--- src/rtl/seg_scan_pkg.sv ---
// Shared types and constants for the multiplexed 7-segment scan controller.
package seg_scan_pkg;

    typedef enum logic [1:0] {
        ST_IDLE = 2'd0,
        ST_SHOW = 2'd1,
        ST_GAP  = 2'd2
    } scan_state_e;

    localparam logic [6:0] SEG_OFF    = 7'b0000000;
    localparam logic       DIGITS_OFF = 1'b0;

    // Bits needed to hold 0..max_count-1, never less than one.
    function automatic int unsigned cnt_width(input int unsigned max_count);
        return (max_count > 1) ? $clog2(max_count) : 1;
    endfunction

endpackage

--- src/rtl/hex2seg.sv ---
// Hex nibble to 7-segment pattern, bit6 = a ... bit0 = g, active-high.
module hex2seg (
    input  logic [3:0] hex_i,
    output logic [6:0] seg_o
);

    always_comb begin
        // NOTE: default first so every path assigns seg_o and no latch is inferred.
        seg_o = 7'b0000000;
        case (hex_i)
            4'h0: seg_o = 7'b1111110;
            4'h1: seg_o = 7'b0110000;
            4'h2: seg_o = 7'b1101101;
            4'h3: seg_o = 7'b1111001;
            4'h4: seg_o = 7'b0110011;
            4'h5: seg_o = 7'b1011011;
            4'h6: seg_o = 7'b1011111;
            4'h7: seg_o = 7'b1110000;
            4'h8: seg_o = 7'b1111111;
            4'h9: seg_o = 7'b1111011;
            4'hA: seg_o = 7'b1110111;
            4'hB: seg_o = 7'b0011111;
            4'hC: seg_o = 7'b1001110;
            4'hD: seg_o = 7'b0111101;
            4'hE: seg_o = 7'b1001111;
            4'hF: seg_o = 7'b1000111;
            default: seg_o = 7'b0000000;
        endcase
    end

endmodule

--- src/rtl/seg_scan_ctrl.sv ---
// Time-multiplexed scan controller for a common-bus multi-digit 7-segment display,
// with double-buffered digit data committed only at frame boundaries.
module seg_scan_ctrl
    import seg_scan_pkg::*;
#(
    parameter int unsigned NUM_DIGITS = 8,
    parameter int unsigned DWELL_CYC  = 1000,
    parameter int unsigned GAP_CYC    = 2
) (
    input  logic                    clk,
    input  logic                    rst_n,
    input  logic                    enable,
    input  logic                    load,
    input  logic [4*NUM_DIGITS-1:0] hex_in,
    input  logic [NUM_DIGITS-1:0]   blank_in,
    input  logic [NUM_DIGITS-1:0]   dp_in,
    output logic [6:0]              seg_data,
    output logic                    seg_dp,
    output logic [NUM_DIGITS-1:0]   digit_sel,
    output logic                    frame_done,
    output logic                    pending
);

    localparam int unsigned CNT_MAX = (DWELL_CYC > GAP_CYC) ? DWELL_CYC : GAP_CYC;
    localparam int unsigned CNT_W   = cnt_width(CNT_MAX);
    localparam int unsigned IDX_W   = cnt_width(NUM_DIGITS);

    localparam logic [CNT_W-1:0]      DWELL_LAST = CNT_W'(DWELL_CYC - 1);
    localparam logic [CNT_W-1:0]      GAP_LAST   = CNT_W'((GAP_CYC > 0) ? GAP_CYC - 1 : 0);
    localparam logic [IDX_W-1:0]      IDX_LAST   = IDX_W'(NUM_DIGITS - 1);
    localparam logic [NUM_DIGITS-1:0] DIGIT0     = NUM_DIGITS'(1);

    scan_state_e             state_q, state_d;
    logic [IDX_W-1:0]        idx_q, idx_d, next_idx;
    logic [CNT_W-1:0]        cnt_q, cnt_d;

    logic [4*NUM_DIGITS-1:0] hex_act_q, hex_act_d, hex_sh_q, hex_sh_d;
    logic [NUM_DIGITS-1:0]   blank_act_q, blank_act_d, blank_sh_q, blank_sh_d;
    logic [NUM_DIGITS-1:0]   dp_act_q, dp_act_d, dp_sh_q, dp_sh_d;
    logic                    pending_q, pending_d;

    logic [6:0]              seg_data_q, seg_data_d;
    logic                    seg_dp_q, seg_dp_d;
    logic [NUM_DIGITS-1:0]   digit_sel_q, digit_sel_d;
    logic                    frame_done_q, frame_done_d;

    logic                    frame_end, commit_now, show, lit;
    logic [3:0]              nibble;
    logic [6:0]              dec_seg;

    assign next_idx = (idx_q == IDX_LAST) ? '0 : idx_q + 1'b1;

    // Boundary is the final clock of the last digit: its gap if gaps exist, else its dwell.
    assign frame_end = (idx_q == IDX_LAST) &&
                       ((GAP_CYC > 0) ? (state_q == ST_GAP  && cnt_q == GAP_LAST)
                                      : (state_q == ST_SHOW && cnt_q == DWELL_LAST));

    always_comb begin
        state_d = state_q;
        idx_d   = idx_q;
        cnt_d   = cnt_q;
        if (!enable) begin
            state_d = ST_IDLE;
            idx_d   = '0;
            cnt_d   = '0;
        end else begin
            case (state_q)
                ST_IDLE: begin
                    state_d = ST_SHOW;
                    idx_d   = '0;
                    cnt_d   = '0;
                end
                ST_SHOW: begin
                    if (cnt_q == DWELL_LAST) begin
                        cnt_d = '0;
                        if (GAP_CYC > 0) state_d = ST_GAP;
                        else             idx_d   = next_idx;
                    end else begin
                        cnt_d = cnt_q + 1'b1;
                    end
                end
                ST_GAP: begin
                    if (cnt_q == GAP_LAST) begin
                        state_d = ST_SHOW;
                        cnt_d   = '0;
                        idx_d   = next_idx;
                    end else begin
                        cnt_d = cnt_q + 1'b1;
                    end
                end
                default: begin
                    state_d = ST_IDLE;
                    idx_d   = '0;
                    cnt_d   = '0;
                end
            endcase
        end
    end

    // With nothing on display there is no tearing to avoid, so loads commit at once.
    assign commit_now = frame_end || (state_q == ST_IDLE) || !enable;

    always_comb begin
        hex_sh_d    = hex_sh_q;
        blank_sh_d  = blank_sh_q;
        dp_sh_d     = dp_sh_q;
        hex_act_d   = hex_act_q;
        blank_act_d = blank_act_q;
        dp_act_d    = dp_act_q;
        pending_d   = pending_q;
        if (load) begin
            hex_sh_d   = hex_in;
            blank_sh_d = blank_in;
            dp_sh_d    = dp_in;
        end
        if (commit_now) begin
            pending_d = 1'b0;
            if (load) begin
                hex_act_d   = hex_in;
                blank_act_d = blank_in;
                dp_act_d    = dp_in;
            end else if (pending_q) begin
                hex_act_d   = hex_sh_q;
                blank_act_d = blank_sh_q;
                dp_act_d    = dp_sh_q;
            end
        end else if (load) begin
            pending_d = 1'b1;
        end
    end

    // Outputs are decoded from next-state values so select and segments share one edge.
    assign nibble = hex_act_d[{idx_d, 2'b00} +: 4];

    hex2seg u_hex2seg (
        .hex_i (nibble),
        .seg_o (dec_seg)
    );

    always_comb begin
        show         = (state_d == ST_SHOW);
        lit          = show && !blank_act_d[idx_d];
        digit_sel_d  = show ? (DIGIT0 << idx_d) : {NUM_DIGITS{DIGITS_OFF}};
        seg_data_d   = lit ? dec_seg : SEG_OFF;
        seg_dp_d     = lit && dp_act_d[idx_d];
        frame_done_d = frame_end;
    end

    // NOTE: sequential state uses non-blocking assignments so every register samples pre-edge values.
    always_ff @(posedge clk or negedge rst_n) begin
        if (!rst_n) begin
            state_q      <= ST_IDLE;
            idx_q        <= '0;
            cnt_q        <= '0;
            hex_act_q    <= '0;
            blank_act_q  <= '0;
            dp_act_q     <= '0;
            hex_sh_q     <= '0;
            blank_sh_q   <= '0;
            dp_sh_q      <= '0;
            pending_q    <= 1'b0;
            seg_data_q   <= SEG_OFF;
            seg_dp_q     <= 1'b0;
            digit_sel_q  <= '0;
            frame_done_q <= 1'b0;
        end else begin
            state_q      <= state_d;
            idx_q        <= idx_d;
            cnt_q        <= cnt_d;
            hex_act_q    <= hex_act_d;
            blank_act_q  <= blank_act_d;
            dp_act_q     <= dp_act_d;
            hex_sh_q     <= hex_sh_d;
            blank_sh_q   <= blank_sh_d;
            dp_sh_q      <= dp_sh_d;
            pending_q    <= pending_d;
            seg_data_q   <= seg_data_d;
            seg_dp_q     <= seg_dp_d;
            digit_sel_q  <= digit_sel_d;
            frame_done_q <= frame_done_d;
        end
    end

    assign seg_data   = seg_data_q;
    assign seg_dp     = seg_dp_q;
    assign digit_sel  = digit_sel_q;
    assign frame_done = frame_done_q;
    assign pending    = pending_q;

endmodule

--- config.mk ---
export PLATFORM = sky130hd
export DESIGN_NAME = seg_scan_ctrl
export DESIGN_NICKNAME = d
export VERILOG_FILES = /design/src/rtl/seg_scan_pkg.sv /design/src/rtl/hex2seg.sv /design/src/rtl/seg_scan_ctrl.sv
export SDC_FILE = /design/constraint.sdc
export NUM_CORES = 1
export LEC_CHECK = 0
export ABC_AREA = 1
export CAP_MARGIN = 5
export CORE_MARGIN = 2
export CORE_UTILIZATION = 57
export CTS_CLUSTER_SIZE = 24
export DETAILED_ROUTE_END_ITERATION = 10
export PLACE_DENSITY = 0.84
export SYNTH_ARGS = -nofsm -noshare
export SYNTH_HDL_FRONTEND = slang
export SYNTH_HIERARCHICAL = 1
export SYNTH_SLANG_ARGS = --single-unit
--- constraint.sdc ---
create_clock -name clk -period 4 [get_ports clk]
set_input_delay 0.6 -clock clk [delete_from_list [all_inputs] [get_ports clk]]
set_output_delay 0.6 -clock clk [all_outputs]
set_load 0.03 [all_outputs]
==> run summary, run 1 <==
dpl cell area -> 0.007567 mm²
DR DRC count -> 4
Final Instance Area -> 0.008143 mm²
CP Launch Type -> flop
die boundary width -> 113.0 µm
IO Pins -> 70
post-synthesis simple-gate area fraction -> 27.80%
Via Count -> 5907
setup TNS -> 0 ns
Synth Area in Adders -> 2.771%
initial core utilization -> 58.81%
layout cells sized above 1 -> 8.368%
most frequent cells in the layout -> nand2_1, dfrtp_1, inv_1, o21ai_0, clkdlybuf4s50_1
Synthesized Nets -> 962
R2R setup slack -> 0.39 ns
Slew @ Worst Pin -> 1.036 ns
Post-CTS Setup Inserts -> 0
required time of the critical path -> 4.31 ns
critical path type -> flop to flop
status -> complete, but fails checks
Post-Syn Area -> 0.006773 mm²
Final Wtd Congestion -> 0.9016
Nets -> 1024
# setup viols final -> 0
Top FF cell, synth -> dfrtp_1
YS warnings -> 6
hold crit path type -> input port to async pin
fin cells -> 1111
later-pin clock latency in the skew report -> 0.42 ns
number of synthesized flops with an enable pin -> 0
number of global-route vias before repair -> 5761
FF-to-FF End -> seg_data[3]
Root Buffer -> clkbuf_16
Die Ht -> 113.0 µm
mux contribution to synthesized area -> 0%
asr flop ratio synth -> 100.0%
Via density -> 5.317
fin crit share -> 90.13%
synthesis-stage register bit count -> 129
failing checks -> DRC
RSZ-0062 raised after global routing -> false
Area Overhead vs Synth -> 20.23%
CTS buffer count -> 17
CTS Buffer Depth -> 2
pwr dens -> 435.6 mW/mm²
Post-Route Utilization -> 70.71%
leakage -> 4.097 nW
total gr overflow -> 0
initial antenna violation count -> 0
die footprint -> 0.01277 mm²
Clock transition at path regs -> 0.06 ns
critical path, cell by cell -> inv_1 -> ha_1 -> inv_1 -> nor2_1 -> nand3_2 -> nor2_4 -> nand3_4 -> nand2_4 -> buf_4 -> o211ai_1 -> nand2_1 -> nand2_1 -> nand4_1 -> nand2_1 -> nand2_1 -> inv_1 -> ha_1 -> nand2_1 -> o21ai_0 -> nand2_1 -> nand2_1 -> inv_1 -> nor2_2
H-tree depth -> 4
Core Region -> 0.01152 mm²
XOR/XNOR Fraction of Synth Area -> 0.3880%
clock tree sinks -> 129
Clock Skew -> 0.007397 ns
Mapped Cells -> 895
crit path DAT -> 3.91 ns
first-pass GRT wire length -> 26.81 mm
Reg-to-Reg Start -> cnt_q[1]
type of destination of the critical path -> flop
number of DRC markers in iteration 0 -> 470
register area share after synthesis -> 47.66%
main combinational cell family by area after synthesis -> simple AND/OR/NAND/NOR gates
number of hold buffers added after cts -> 0
CP Launch Point -> cnt_q[1]
Final Hold Vio Count -> 0
Max-slew headroom -> 30.95%
number of diodes -> 0
Final Max Slew Viols -> 0
CP max stage delay -> 0.39 ns
input/output buffers -> 69
max-cap violations -> 0
Post-DRT Antenna Nets -> 0
largest net degree at the start of global routing -> 64
gr usage total -> 26.52%
CTS tree -> yes
syn avg cell area -> 7.567 µm²
post-CTS sizing -> 0
# rows -> 39
minimum clock period -> 3.605 ns
count of cell types in the netlist -> 32
first drt pass iteration count -> 8
maximum VDD drop -> 456.5 µV
most frequent CP cell -> nand2_1
critical path peak fanout -> 31
Slowest-stage cell, CP -> dfrtp_1
Synth Area in Compound Gates -> 11.93%
commonest non-fill, non-tap cell in the layout -> nand2_1
max frequency -> 277.4 MHz
hpwl dp -> 10.75 mm
R2R cell count -> 23
placed insts -> 1081
drt total wl -> 15.85 mm
drt wl/cell -> 14.27 µm
-- sequential cells by signal, indices dropped and copies added, names as in the netlist --
register     flops
dp_act_q         8
digit_sel        8
blank_act_q      8
hex_sh_q        32
hex_act_q       32
seg_dp           1
frame_done       1
idx_q            3
dp_sh_q          8
cnt_q           10
seg_data         7
pending          1
blank_sh_q       8
state_q          2
-- how the worst max path moves through the flow --
stage	endpoint	slack, ns	cells after the start
global route	seg_data[3]	0.10	23
global placement	seg_data[3]	0.56	19
floorplan	seg_data[3]	1.17	20
CTS	seg_data[3]	0.48	23
detailed placement	seg_data[3]	0.49	19
finish	seg_data[3]	0.39	23
-- per-stage QoR --
step	setup slack [ns]	hold WS (ns)	total power [mW]
after floorplan	1.170	0.3044	1.864
after global placement	0.5629	0.4522	2.042
after detailed placement	0.4908	0.4562	2.057
after CTS	0.4784	0.3001	3.560
after global routing	0.1047	0.3482	3.713
final	0.3947	0.2935	3.547
-- critical path: cells and delay by family (launching register included) --
kind	cells	cell delay (ns)
simple gates	14	1.72
buf+inv	5	0.67
fa+ha+maj	2	0.47
flops	1	0.39
compound gates	2	0.23
-- cells by family after synthesis --
kind of cell             count (synthesis)
AND/OR/NAND/NOR                        445
adder cells (fa/ha/maj)                 15
buffers and inverters                  157
AO/OA/AOI/OAI                          146
XOR/XNOR                                 3
flip-flops                             129
-- synthesized netlist by cell type, types with 10 or more instances --
master	count	area share, %
nand2_1	316	18
dfrtp_1	129	48
inv_1	108	6.0
o21ai_0	92	6.8
nand3_1	47	3.5
nor2_1	36	2.0
clkbuf_1	23	1.3
o211ai_1	17	1.9
o21ai_1	17	1.3
ha_1	15	2.8
nor2_2	13	1.2
nand4_1	12	1.1
buf_2	10	0.74
-- routing by layer --
layer	vias up	GRT usage, %	share of wire, %
li1	2930	-	-
met1	2784	34.13	44
met2	166	44.47	50
met3	27	6.160	4.9
met4	0	9.024	1.7
met5	-	0	0
-- power by group --
part	switching, mW	leakage (nW)	internal (mW)	total [mW]
Combinational	0.356	2.18	0.212	0.568
Clock	0.540	0.291	0.958	1.50
Sequential	0.0509	1.63	1.43	1.48
Total	0.947	4.10	2.60	3.55
-- layout make-up --
type,count,area (µm²)
fillers,890,3373
flip-flops and latches,129,3229
multi-input cells,609,2905
repair buffers,85,820.8
clock buffers,25,525.5
inverters,115,432.9
well taps,143,178.9
clock inverters,5,50.05
Power figures use the tool's default switching activity.
==> run 2, diff against run 1 <==
--- a/config.mk
+++ b/config.mk
@@ -8,11 +8,11 @@
 export ABC_AREA = 1
 export CAP_MARGIN = 5
 export CORE_MARGIN = 2
-export CORE_UTILIZATION = 57
+export CORE_UTILIZATION = 62
+export CTS_CLUSTER_DIAMETER = 80
 export CTS_CLUSTER_SIZE = 24
 export DETAILED_ROUTE_END_ITERATION = 10
-export PLACE_DENSITY = 0.84
+export PLACE_DENSITY = 0.9
 export SYNTH_ARGS = -nofsm -noshare
 export SYNTH_HDL_FRONTEND = slang
-export SYNTH_HIERARCHICAL = 1
 export SYNTH_SLANG_ARGS = --single-unit
==> constraint.sdc (replaced) <==
create_clock -name clk -period 4.3 [get_ports clk]
set_input_delay 0.645 -clock clk [delete_from_list [all_inputs] [get_ports clk]]
set_output_delay 0.645 -clock clk [all_outputs]
set_load 0.03 [all_outputs]
==> run 2 against run 1 <==
Against the previous run: worst setup slack better by 0.65 ns; non-clock buffer count fell by 5; power is 8.2% lower; synthesized cell count grew 3.1%; critical path depth is 6 lower; global-route usage increased by 2.6 points; design area fell by 0.31%; the run now ends clean; register-to-register slack better by 0.65 ns; final cell count grew 1.7%.
==> run summary, run 2 <==
largest net degree at the start of global routing -> 86 (+34%)
Yosys top cell by area -> dfrtp_1
drt total wl -> 15.88 mm (+0.16%)
CTS buffer count -> 17 (unchanged)
GRT met3 Usage -> 7.412% (+1.3 points)
total gr overflow -> 0 (unchanged)
DR DRC count -> 0 (-4)
Slew @ Worst Pin -> 1.078 ns (+0.04195 ns)
FF-to-FF End -> seg_data[3]
Area Overhead vs Synth -> 18.63%
number of DRC markers in iteration 0 -> 475 (+1.1%)
Mapped Cells -> 923 (+3.1%)
Clk pwr share -> 41.7% (-0.5 points)
setup ws final -> 1.047 ns (+0.6526 ns)
leakage -> 4.210 nW (+2.8%)
most common cell in the netlist -> nand2_1
fin cells -> 1130 (+1.7%)
Via density -> 5.336 (+0.37%)
first drt pass iteration count -> 5 (-3)
Comb power frac -> 16.0% (about the same)
CP Launch Point -> idx_q[0]
cells taking the most area after synthesis -> dfrtp_1, nand2_1, o21ai_0, inv_1, ha_1
met1 Use GR -> 37.68% (+3.5 points)
met2 Use GR -> 46.63% (+2.2 points)
syn avg cell area -> 7.414 µm² (-2.0%)
sequential share of power -> 42.3% (+0.5 points)
register area share after synthesis -> 47.17% (-0.49 points)
die footprint -> 0.01189 mm² (-6.9%)
RSZ-0062 raised after global routing -> false
type of destination of the critical path -> flop
H-tree depth -> 4 (unchanged)
Clock transition at path regs -> 0.06 ns (about the same)
top-area cell type share of the netlist area -> 47.17% (-0.49 points)
number of global-route vias before repair -> 5783 (+0.38%)
busiest grt layer -> met2
maximum VDD drop -> 259.9 µV (-43%)
gr usage total -> 29.10% (+2.6 points)
Post-Syn Area -> 0.006843 mm² (+1.0%)
R2R setup slack -> 1.05 ns (+0.65 ns)
clock tree sinks -> 129 (unchanged)
Max-slew headroom -> 28.15% (-2.8 points)
Final Wtd Congestion -> 0.8558 (-5.1%)
asr flop ratio synth -> 100.0% (unchanged)
placed insts -> 1099 (+1.7%)
critical path peak fanout -> 22 (-29%)
Synthesized Nets -> 989 (+2.8%)
Post-CTS Setup Inserts -> 0 (unchanged)
Synth top cells by count -> nand2_1, dfrtp_1, inv_1
Post-DRT Antenna Nets -> 0 (unchanged)
die boundary width -> 109.1 µm (-3.5%)
Reg-to-Reg Start -> idx_q[0]
CTS Buffer Depth -> 2 (unchanged)
Sw Pwr -> 0.8718 mW (-8.0%)
Via Count -> 6030 (+2.1%)
most frequent cells in the layout -> nand2_1, dfrtp_1, inv_1, o21ai_0, clkdlybuf4s50_1
Final Max Slew Viols -> 0 (unchanged)
P_int -> 2.385 mW (-8.3%)
Nets -> 1044 (+2.0%)
sw frac -> 26.76% (+0.064 points)
number of synthesized flops with an enable pin -> 0 (unchanged)
Core Region -> 0.01079 mm² (-6.3%)
drt wl/cell -> 14.05 µm (-1.5%)
layout cells sized above 1 -> 7.071% (-1.3 points)
dpl cell area -> 0.007564 mm² (about the same)
minimum clock period -> 3.253 ns (-0.3526 ns)
largest registers -> hex_act_q x32, hex_sh_q x32, cnt_q x10
later-pin clock latency in the skew report -> 0.54 ns (+0.12 ns)
Root Buffer -> clkbuf_8
number of hold buffers added after cts -> 0 (unchanged)
fin crit share -> 75.64% (-14 points)
count of cell types in the netlist -> 37 (+16%)
CTS tree -> yes
Final Instance Area -> 0.008118 mm² (-0.31%)
initial core utilization -> 63.40% (+4.6 points)
post-CTS sizing -> 0 (unchanged)
input/output buffers -> 69 (unchanged)
status -> finished, final reports clean
crit path DAT -> 3.68 ns (-0.23 ns)
setup TNS -> 0 ns (unchanged)
Final Hold Vio Count -> 0 (unchanged)
critical path type -> flop to flop
IO Pins -> 70 (unchanged)
Top FF cell, synth -> dfrtp_1
CP Launch Type -> flop
max frequency -> 307.4 MHz (+11%)
commonest non-fill, non-tap cell in the layout -> nand2_1
first-pass GRT wire length -> 26.51 mm (-1.1%)
R2R cell count -> 17 (-26%)
hold crit path type -> input port to async pin
required time of the critical path -> 4.72 ns (+0.41 ns)
Post-Route Utilization -> 75.21% (+4.5 points)
# setup viols final -> 0 (unchanged)
Die Ht -> 109.1 µm (-3.5%)
Tot Pwr -> 3.257 mW (-8.2%)
CP endpoint -> seg_data[3]
number of diodes -> 0 (unchanged)
Clock Skew -> 0.007729 ns (+0.0003326 ns)
pwr dens -> 401.2 mW/mm² (-7.9%)
YS warnings -> 0 (-6)
# rows -> 38 (-2.6%)
hold_ws -> 0.3060 ns (+0.01244 ns)
initial antenna violation count -> 0 (unchanged)
max-cap violations -> 0 (unchanged)
hpwl dp -> 9.943 mm (-7.5%)
synthesis-stage register bit count -> 129 (unchanged)
worst setup slack after placement -> 0.7733 ns (+0.2825 ns)
[run 2: cell count changes in the layout (fill, tap and decap cells not counted), moves of 4 or more]
cell	previous run	this run
o211ai_1	17	4
o21ai_0	92	106
clkbuf_1	1	5
nand4_1	12	4
nand2_1	316	367
nand3_1	47	30
buf_4	16	11
nor2_2	13	5
inv_1	108	113
nor2_1	36	31
o21ai_1	17	11
o21ai_2	3	8
[run 2: final cells by class]
class                           instances  area (µm²)
Sequential cell                       129        3229
Timing Repair Buffer                   80       783.3
Inverter                              118       444.2
Fill cell                             753        2675
Multi-Input combinational cell        632        2932
Tap cell                              140       175.2
Clock buffer                           25       474.2
Clock inverter                          6       80.08
[run 2: routing by layer]
| layer | wire length [µm] | up-vias |
|---|---|---|
| li1 | - | 2966 |
| met1 | 6778 | 2829 |
| met5 | 0 | - |
| met2 | 7663 | 207 |
| met3 | 1110 | 28 |
| met4 | 328 | 0 |
[run 2: kinds of logic after synthesis]
| family | share of synthesized area (%) |
|---|---|
| AOI/OAI and AO/OA | 12.09 |
| xor gates and xnor gates | 0.2560 |
| adders and majority gates | 2.560 |
| buffers and inverters | 9.983 |
| DFF | 47.18 |
| and+or+nand+nor | 27.94 |
[run 2: how the worst min path moves through the flow]
| stage | endpoint | slack [ns] |
|---|---|---|
| floorplan | blank_act_q[0] | 0.35 |
| detailed placement | blank_sh_q[5] | 0.46 |
| global route | cnt_q[3] | 0.41 |
| finish | cnt_q[3] | 0.31 |
| CTS | cnt_q[2] | 0.34 |
| global placement | dp_sh_q[2] | 0.45 |
[run 2: power groups by stage]
stage	clock network, mW	registers [mW]	logic [mW]
after floorplan	0	1.40	0.329
after global placement	0	1.39	0.494
after detailed placement	0	1.40	0.508
after CTS	1.37	1.38	0.518
after global routing	1.43	1.39	0.593
final	1.36	1.38	0.520
[run 2: worst max-delay path: stages (launching register included)]
cell     delay [ns]
dfrtp_1        0.41
ha_1           0.21
ha_1           0.22
nor2_1         0.12
nand4_1        0.12
nand3_2        0.13
nand2_2        0.31
inv_2          0.48
nand2_1        0.12
nand2_1        0.12
nand2_1        0.07
nand3_1        0.08
nand2_1        0.15
ha_1           0.35
inv_1          0.06
nand3_1        0.08
nand3_1        0.08
nor2_1         0.04
